File: config.mk
export PLATFORM = sky130hd
export DESIGN_NAME = dmem_mmio
export DESIGN_NICKNAME = d
export VERILOG_FILES = /design/src/rtl/dmem_mmio.sv
export SDC_FILE = /design/constraint.sdc
export NUM_CORES = 2
export LEC_CHECK = 0
export ABC_AREA = 1
export ABC_CLOCK_PERIOD_IN_PS = 3330
export CELL_PAD_IN_SITES_DETAIL_PLACEMENT = 0
export CELL_PAD_IN_SITES_GLOBAL_PLACEMENT = 2
export CORE_AREA = 2 2 489 491
export CTS_CLUSTER_SIZE = 30
export DETAILED_ROUTE_END_ITERATION = 10
export DIE_AREA = 0 0 491 493
export PLACE_DENSITY_LB_ADDON = 0.1
export SLEW_MARGIN = 0
export SYNTH_ARGS = -nofsm -noshare
export SYNTH_HDL_FRONTEND = slang
export SYNTH_SLANG_ARGS = --single-unit
File: constraint.sdc
create_clock -name clk -period 3.33 [get_ports clk]
set_input_delay 0.666 -clock clk [delete_from_list [all_inputs] [get_ports clk]]
set_output_delay 0.666 -clock clk [all_outputs]
set_load 0.1 [all_outputs]
File: src/rtl/dmem_mmio.sv
// Data memory with memory-mapped console transmit FIFO and free-running cycle counter.
// Loads are combinational from aluout; stores and FIFO/counter updates happen on the rising edge.
module dmem_mmio #(
    parameter int unsigned RAM_WORDS  = 64,
    parameter int unsigned FIFO_DEPTH = 4
) (
    input  logic        clk,
    input  logic        reset,
    input  logic        memwrite,
    input  logic [31:0] aluout,
    input  logic [31:0] writedata,
    output logic [31:0] readdata,
    output logic [7:0]  tx_data,
    output logic        tx_valid,
    input  logic        tx_ready
);

    localparam int unsigned AW = $clog2(RAM_WORDS);
    localparam int unsigned PW = $clog2(FIFO_DEPTH);
    localparam int unsigned CW = PW + 1;

    // Word addresses (byte address >> 2) of the MMIO registers.
    localparam logic [29:0] ConsoleDataW   = 30'h3FFF_C000;
    localparam logic [29:0] ConsoleStatusW = 30'h3FFF_C001;
    localparam logic [29:0] CycleW         = 30'h3FFF_C002;

    logic [31:0]    mem [RAM_WORDS];
    logic [7:0]     fifo_q [FIFO_DEPTH];
    logic [PW-1:0]  rd_ptr_q, rd_ptr_d;
    logic [PW-1:0]  wr_ptr_q, wr_ptr_d;
    logic [CW-1:0]  count_q, count_d;
    logic           overflow_q, overflow_d;
    logic [31:0]    cycle_q, cycle_d;

    logic [29:0]    word_addr;
    logic [AW-1:0]  ram_idx;
    logic           sel_ram, sel_data, sel_status, sel_cycle;
    logic           full, empty, pop, push_req, push;
    logic           unused_byte_offset;

    assign word_addr  = aluout[31:2];
    assign ram_idx    = aluout[AW+1:2];
    assign sel_ram    = (aluout[31:AW+2] == '0);
    assign sel_data   = (word_addr == ConsoleDataW);
    assign sel_status = (word_addr == ConsoleStatusW);
    assign sel_cycle  = (word_addr == CycleW);

    assign unused_byte_offset = ^aluout[1:0];

    assign full     = (count_q == CW'(FIFO_DEPTH));
    assign empty    = (count_q == '0);
    assign tx_valid = ~empty;
    assign tx_data  = empty ? 8'h00 : fifo_q[rd_ptr_q];

    assign pop      = tx_valid & tx_ready;
    assign push_req = memwrite & sel_data;
    // A push into a full FIFO is still accepted when the head leaves in the same cycle.
    assign push     = push_req & (~full | pop);

    always_comb begin
        rd_ptr_d   = rd_ptr_q;
        wr_ptr_d   = wr_ptr_q;
        count_d    = count_q;
        overflow_d = overflow_q;
        cycle_d    = cycle_q + 32'd1;

        if (push) begin
            wr_ptr_d = wr_ptr_q + PW'(1);
        end
        if (pop) begin
            rd_ptr_d = rd_ptr_q + PW'(1);
        end
        unique case ({push, pop})
            2'b10:   count_d = count_q + CW'(1);
            2'b01:   count_d = count_q - CW'(1);
            default: count_d = count_q;
        endcase

        // Set has priority over clear.
        if (push_req && full && !pop) begin
            overflow_d = 1'b1;
        end else if (memwrite && sel_status) begin
            overflow_d = 1'b0;
        end

        if (memwrite && sel_cycle) begin
            cycle_d = writedata;
        end
    end

    always_ff @(posedge clk) begin
        if (reset) begin
            rd_ptr_q   <= '0;
            wr_ptr_q   <= '0;
            count_q    <= '0;
            overflow_q <= 1'b0;
            cycle_q    <= '0;
        end else begin
            rd_ptr_q   <= rd_ptr_d;
            wr_ptr_q   <= wr_ptr_d;
            count_q    <= count_d;
            overflow_q <= overflow_d;
            cycle_q    <= cycle_d;
        end
    end

    // Storage arrays are not reset; RAM contents survive reset.
    always_ff @(posedge clk) begin
        if (!reset && memwrite && sel_ram) begin
            mem[ram_idx] <= writedata;
        end
        if (!reset && push) begin
            fifo_q[wr_ptr_q] <= writedata[7:0];
        end
    end

    always_comb begin
        readdata = 32'h0;
        if (sel_ram) begin
            readdata = mem[ram_idx];
        end else if (sel_status) begin
            readdata = {29'b0, overflow_q, empty, full};
        end else if (sel_cycle) begin
            readdata = cycle_q;
        end
    end

endmodule

### Word-level counts from Yosys, hierarchy flattened

Memory sizes are Yosys's and may differ from the RTL's. A register that Yosys moved wholly into a read port is not among the register bits.
Cells that the tools add are included.

| operators by class | value |
|---|---|
| bitwise operators | 6 |
| reductions and logical operators | 13 |
| add/sub/neg operators | 5 |
| mux-type cells | 14 |
| equal/unequal tests | 6 |

Operator list:

| cell | count |
|---|---|
| two-way mux 32 bit | 4 |
| == test 30 bit (second input constant) | 3 |
| adder 32 x 1 -> 32 bit (second input constant) | 1 |
| logical NOT 24 bit | 1 |
| two-way mux 8 bit | 1 |
| logical AND 1 bit | 7 |
| two-way mux 1 bit | 6 |
| case mux 3 bit (2 select lines) | 1 |
| adder 2 x 1 -> 2 bit (second input constant) | 2 |
| two-way mux 2 bit | 2 |
| nonzero test 2 bit | 2 |
| adder 3 x 1 -> 3 bit (second input constant) | 1 |
| bitwise AND 1 bit | 3 |
| == test 3 bit (second input constant) | 1 |
| logical NOT 3 bit | 1 |
| subtractor 3 x 1 -> 3 bit (second input constant) | 1 |
| == test 2 x 1 -> 1 bit (second input constant) | 1 |
| == test 2 bit (second input constant) | 1 |
| logical NOT 1 bit | 2 |
| inverter 1 bit | 2 |
| OR 1 bit | 1 |

| word-level totals | value |
|---|---|
| RAM bits | 2080 |
| register bits | 40 |
| input port bits | 68 |
| memories kept | 2 |

Memory list:

| name | words | bits a word | read ports | clocked after Yosys merged registers in | write ports | RTL line | source |
|---|---|---|---|---|---|---|---|
| mem | 64 | 32 | 1 | 0 | 1 | 27 | `logic [31:0] mem [RAM_WORDS];` |
| fifo_q | 4 | 8 | 1 | 1 | 1 | 28 | `logic [7:0] fifo_q [FIFO_DEPTH];` |

### Depth between registers and ports, before layout

| logic depth | value |
|---|---|
| word-level depth | 8 |
| depth in mapped cells | 17 |
| depth with buffers taken out | 14 |

### Worst setup path after synthesis

No wires, ideal clock.

| timing path | value |
|---|---|
| kind | input to output |
| start | input port aluout[2] |
| end | output port readdata[1] |
| data required time | 2.664 ns |
| path buffers | 4 |
| setup slack | -0.527 ns |
| cell stages on the path | 13 |
| arrival time | 3.191 ns |
| cells stage by stage | buf_4 -> inv_2 -> buf_6 -> buf_4 -> buf_2 -> nand2_1 -> a21oi_1 -> o21ai_0 -> nand2_1 -> nand2_1 -> nand2_1 -> nor2_1 -> a21boi_1 |

| on the way | value |
|---|---|
| word-level cells in the longest chain between the ends | 4 |
| elaborated cells on any way between the ends | 6 |
| classes of those cells | eq/ne (2); mux (3); memory (1) |

RTL lines:

| item | RTL line | source |
|---|---|---|
| start: declaration | 10 | `input logic [31:0] aluout,` |
| parallel branches: the longest is 3 deep, another holds memory read (64 x 32 bit) | - |  |
| two-way mux 32 bit * | 119 | `if (sel_ram) begin` |
| end: declaration | 12 | `output logic [31:0] readdata,` |

Mark *: on every way between the ends.

### Final worst setup path

| timing path | value |
|---|---|
| start | input port aluout[2] |
| end | output port readdata[20] |

Same word-level chain as after synthesis.

==> flow_summary.ini <==
[run_status]
status = finished with violations
failing_checks = setup timing

[logic_synthesis]
postSynthAreaPerCell_sq_um = 10.2
async_set_or_reset_flop_fraction_in_the_synthesized_netlist_pct = 0
post_synth_instance_area_sq_mm = 0.0897
synth_edf_count = 2080
syn-instance-count = 8824
ys_seq_elements = 2122
postSynthNetCount = 8898
yosysWarnings = 0
synth_sequential_area_ratio_pct = 70.6
ys_dominant_reg_cell = edfxtp_1
synthDistinctLibCells = 32

[global_routing]
grt_pass1_vias = 61800
track_usage_pct = 26.1
antenna_found_initial = 19
grt-ovfl-total = 0
grt_first_pass_wirelength_mm = 455
largest_net_degree_at_the_start_of_global_routing = 70

[sta]
max_clock_freq_mhz = 280
report.final.setup_viol = 32
period_needed_ns = 3.58
grt_setup_unrepaired = true
worst_pin_slew_ns = 1.22
worst_skew_ns = 0.00979
min_period_over_period_pct = 107
timing_hold_violations_final = 0
report.final.slew_viol_count = 0
maxSlewHeadroom_pct = 18.5
layout_setup_ws_ns = -0.246

[min_path]
hp-class = input port to flip-flop
min_path_cells = 1
hold_end = mem[19][31]$_DFFE_PP_
hp-start = writedata[31]

[final_layout]
syn2layout_area_growth_pct = 27.4
layout.core_utilization_pct = 48.2
layout.area.seq_sq_mm = 0.0633
fillCellCount = 21800
final_cell_area_sq_mm = 0.114
multi_input_area_sq_mm = 0.0263
final-instance-count-excl-fill = 12900
layout-drive-gt1-share_pct = 17.7
num-nets-final = 9649

[die]
floorplan.initialDensity_pct = 37.8
die_height_um = 493
die_area_sq_mm = 0.242
core_area_sq_mm = 0.237
ios = 109
chipWidth_um = 491
floorplan.rows = 179

[clocking]
total_clock_buffers_created_by_cts = 228
numClockSinks = 2122
clock_insertion_delay_worst_skew_ns = 0.87
clock_path_buffers = 3
cts.clk_slew.worst_paths_ns = 0.06
cts.root.buffer_cell = clkbuf_16
cts.htree.levels = 4
cts.hold.buffers_added = 0
cts_tree = done

[critical_path]
crit_required_ns = 2.66
setup.reg_to_reg.worst_slack_ns = 1.08
timing.critical_path.cells = buf_12 -> buf_16 -> buf_16 -> buf_16 -> buf_12 -> buf_12 -> nand2_1 -> nand2_1 -> nand2_1 -> nand2_1 -> nand2_1 -> nand3_2 -> buf_6 -> a21oi_4 -> nand3_4 -> nand2_2 -> inv_2 -> buf_12
critical_path.most_common_cell = nand2_1
critical_path.reg2reg.startpoint = cycle_q[0]$_SDFF_PP0_
crit_type = input port to output port
regToRegEndpoint = cycle_q[28]$_SDFF_PP0_
worstSetupEndpointType = output port
critical_path.max_stage_delay_ns = 0.22
critical_path.max_fanout = 7
cp_data_arrival_time_ns = 2.91
start_kind = input port
timing.critical_path.slowest_stage_cell = a21oi_4
worstRegToRegCells = 9

[power_and_ir_drop]
p_leak_nw = 46.6
irDropWorstVdd_mv = 0.461
p_per_area_mw_per_mm2 = 520

[placed_design]
placedInstanceArea_sq_mm = 0.103
numPlacedInstances = 12400
placement.io_buffers = 106
detailedPlacementHpwl_mm = 200
globalplace.congestion = 0.868

[drt]
final_wirelength_mm = 321
route.antenna.remaining_nets = 0
drt_first_iter_violations = 5380
wl_per_cell_um = 24.8
drt-pass1-iter-count = 6
drt-vias-per-instance = 4.93
drcViolationCount = 0
dr_total_vias = 63900

[job]
max_cap_violations = 0
-- worst max-delay path, delay by kind of cell --
kind / cells / cell delay (ns)
compound gates: 1 / 0.22
simple gates: 8 / 0.62
buf+inv: 9 / 1.30
-- layer usage --
| metal | track usage [%] | part of all wire (%) | vias to the layer above |
|---|---|---|---|
| met2 | 43.3 | 47 | 1632 |
| met3 | 3.01 | 5.3 | 368 |
| met5 | 0 | 0.0041 | - |
| met1 | 36.3 | 44 | 31500 |
| met4 | 7.62 | 3.1 | 2 |
| li1 | - | - | 30400 |
-- synthesized netlist by cell type, types with 5 or more instances --
cell / instances / area, sq um
nand2_1: 5381 / 20200
edfxtp_1: 2080 / 62500
nor2_1: 277 / 1040
buf_2: 251 / 1260
a21oi_1: 193 / 966
clkbuf_1: 137 / 514
inv_1: 129 / 484
o21ai_0: 105 / 526
nand3_1: 72 / 360
dfxtp_1: 42 / 841
buf_1: 33 / 124
nor3_1: 25 / 125
xor2_1: 25 / 219
buf_4: 18 / 135
nand4_1: 11 / 68.8
o21ai_1: 10 / 50.1
inv_2: 7 / 26.3
ha_1: 5 / 62.6
-- per-stage QoR --
step                      power [mW]  hold WS (ns)  setup slack, ns  setup TNS [ns]
final                           59.4         0.193           -0.246           -4.28
after global routing            61.3         0.143           -0.325           -6.71
after CTS                       59.8         0.119           -0.266           -6.57
after detailed placement        34.7         0.466            -1.25          -81.27
after global placement          34.7         0.457            -1.33          -88.46
after floorplan                 31.8         0.433           -0.198         -263.95
-- worst max path at each step --
stage	from	end	slack [ns]	cells past startpoint
final	aluout[2]	readdata[20]	-0.25	18
after global routing	aluout[2]	readdata[19]	-0.33	20
after CTS	aluout[2]	readdata[22]	-0.27	19
after detailed placement	aluout[6]	readdata[8]	-1.25	13
after global placement	aluout[6]	readdata[8]	-1.33	13
after floorplan	aluout[9]	mem[11][0]$_DFFE_PP_	-0.20	7
-- final cells by class --
cell class | instances | share of cell area (%)
Timing Repair Buffer | 963 | 11.3
Sequential cell | 2122 | 55.4
Clock buffer | 278 | 5.22
Multi-Input combinational cell | 6123 | 23.0
Clock inverter | 143 | 1.08
Inverter | 137 | 0.482
Antenna cell | 11 | 0.0241
Tap cell | 3167 | 3.47
-- cell families after synthesis --
kind of cell	synth area share (%)
flops	70.6
fa+ha+maj	0.0921
compound gates	1.74
buf+inv	2.87
xor+xnor	0.254
simple gates	24.5
-- what timing repair did --
action	in CTS	in global routing
buffers inserted	28	14
pin swaps	66	95
resized for setup	412	272
setup endpoints to repair	40	40
gates cloned	22	10
-- sequential cells by signal, indices dropped and copies added, names as in the netlist, named ones only --
register    count
rd_ptr_q        2
fifo_q         32
count_q         3
cycle_q        32
mem          2048
overflow_q      1
wr_ptr_q        2
-- placed cells by master (no fill, tap or decap), types with 11 or more instances in the layout --
master	netlist	routed
a21oi_1	193	152
a21oi_2	0	32
buf_12	0	353
buf_16	0	33
buf_2	251	29
buf_4	18	449
buf_6	3	40
bufinv_16	0	19
clkbuf_1	137	44
clkbuf_16	0	239
clkdlybuf4s50_1	0	26
clkinv_1	1	57
clkinv_2	0	54
dfxtp_1	42	41
diode_2	0	11
edfxtp_1	2080	2080
inv_1	129	111
inv_2	7	21
nand2_1	5381	5162
nand2_2	0	167
nand2_4	0	47
nand3_1	72	31
nand3_2	2	18
nand3_4	0	25
nand4_1	11	11
nor2_1	277	150
nor2_4	1	121
nor3_1	25	21
o21ai_0	105	88
o21ai_1	10	22
xor2_1	25	25
-- power by group --
part	switching (mW)	total, mW	internal [mW]
Sequential	0.0214	29.3	29.3
Clock	10.7	24.8	14.1
Combinational	3.41	5.24	1.83
No activity file was read; power rests on OpenSTA's default activity.
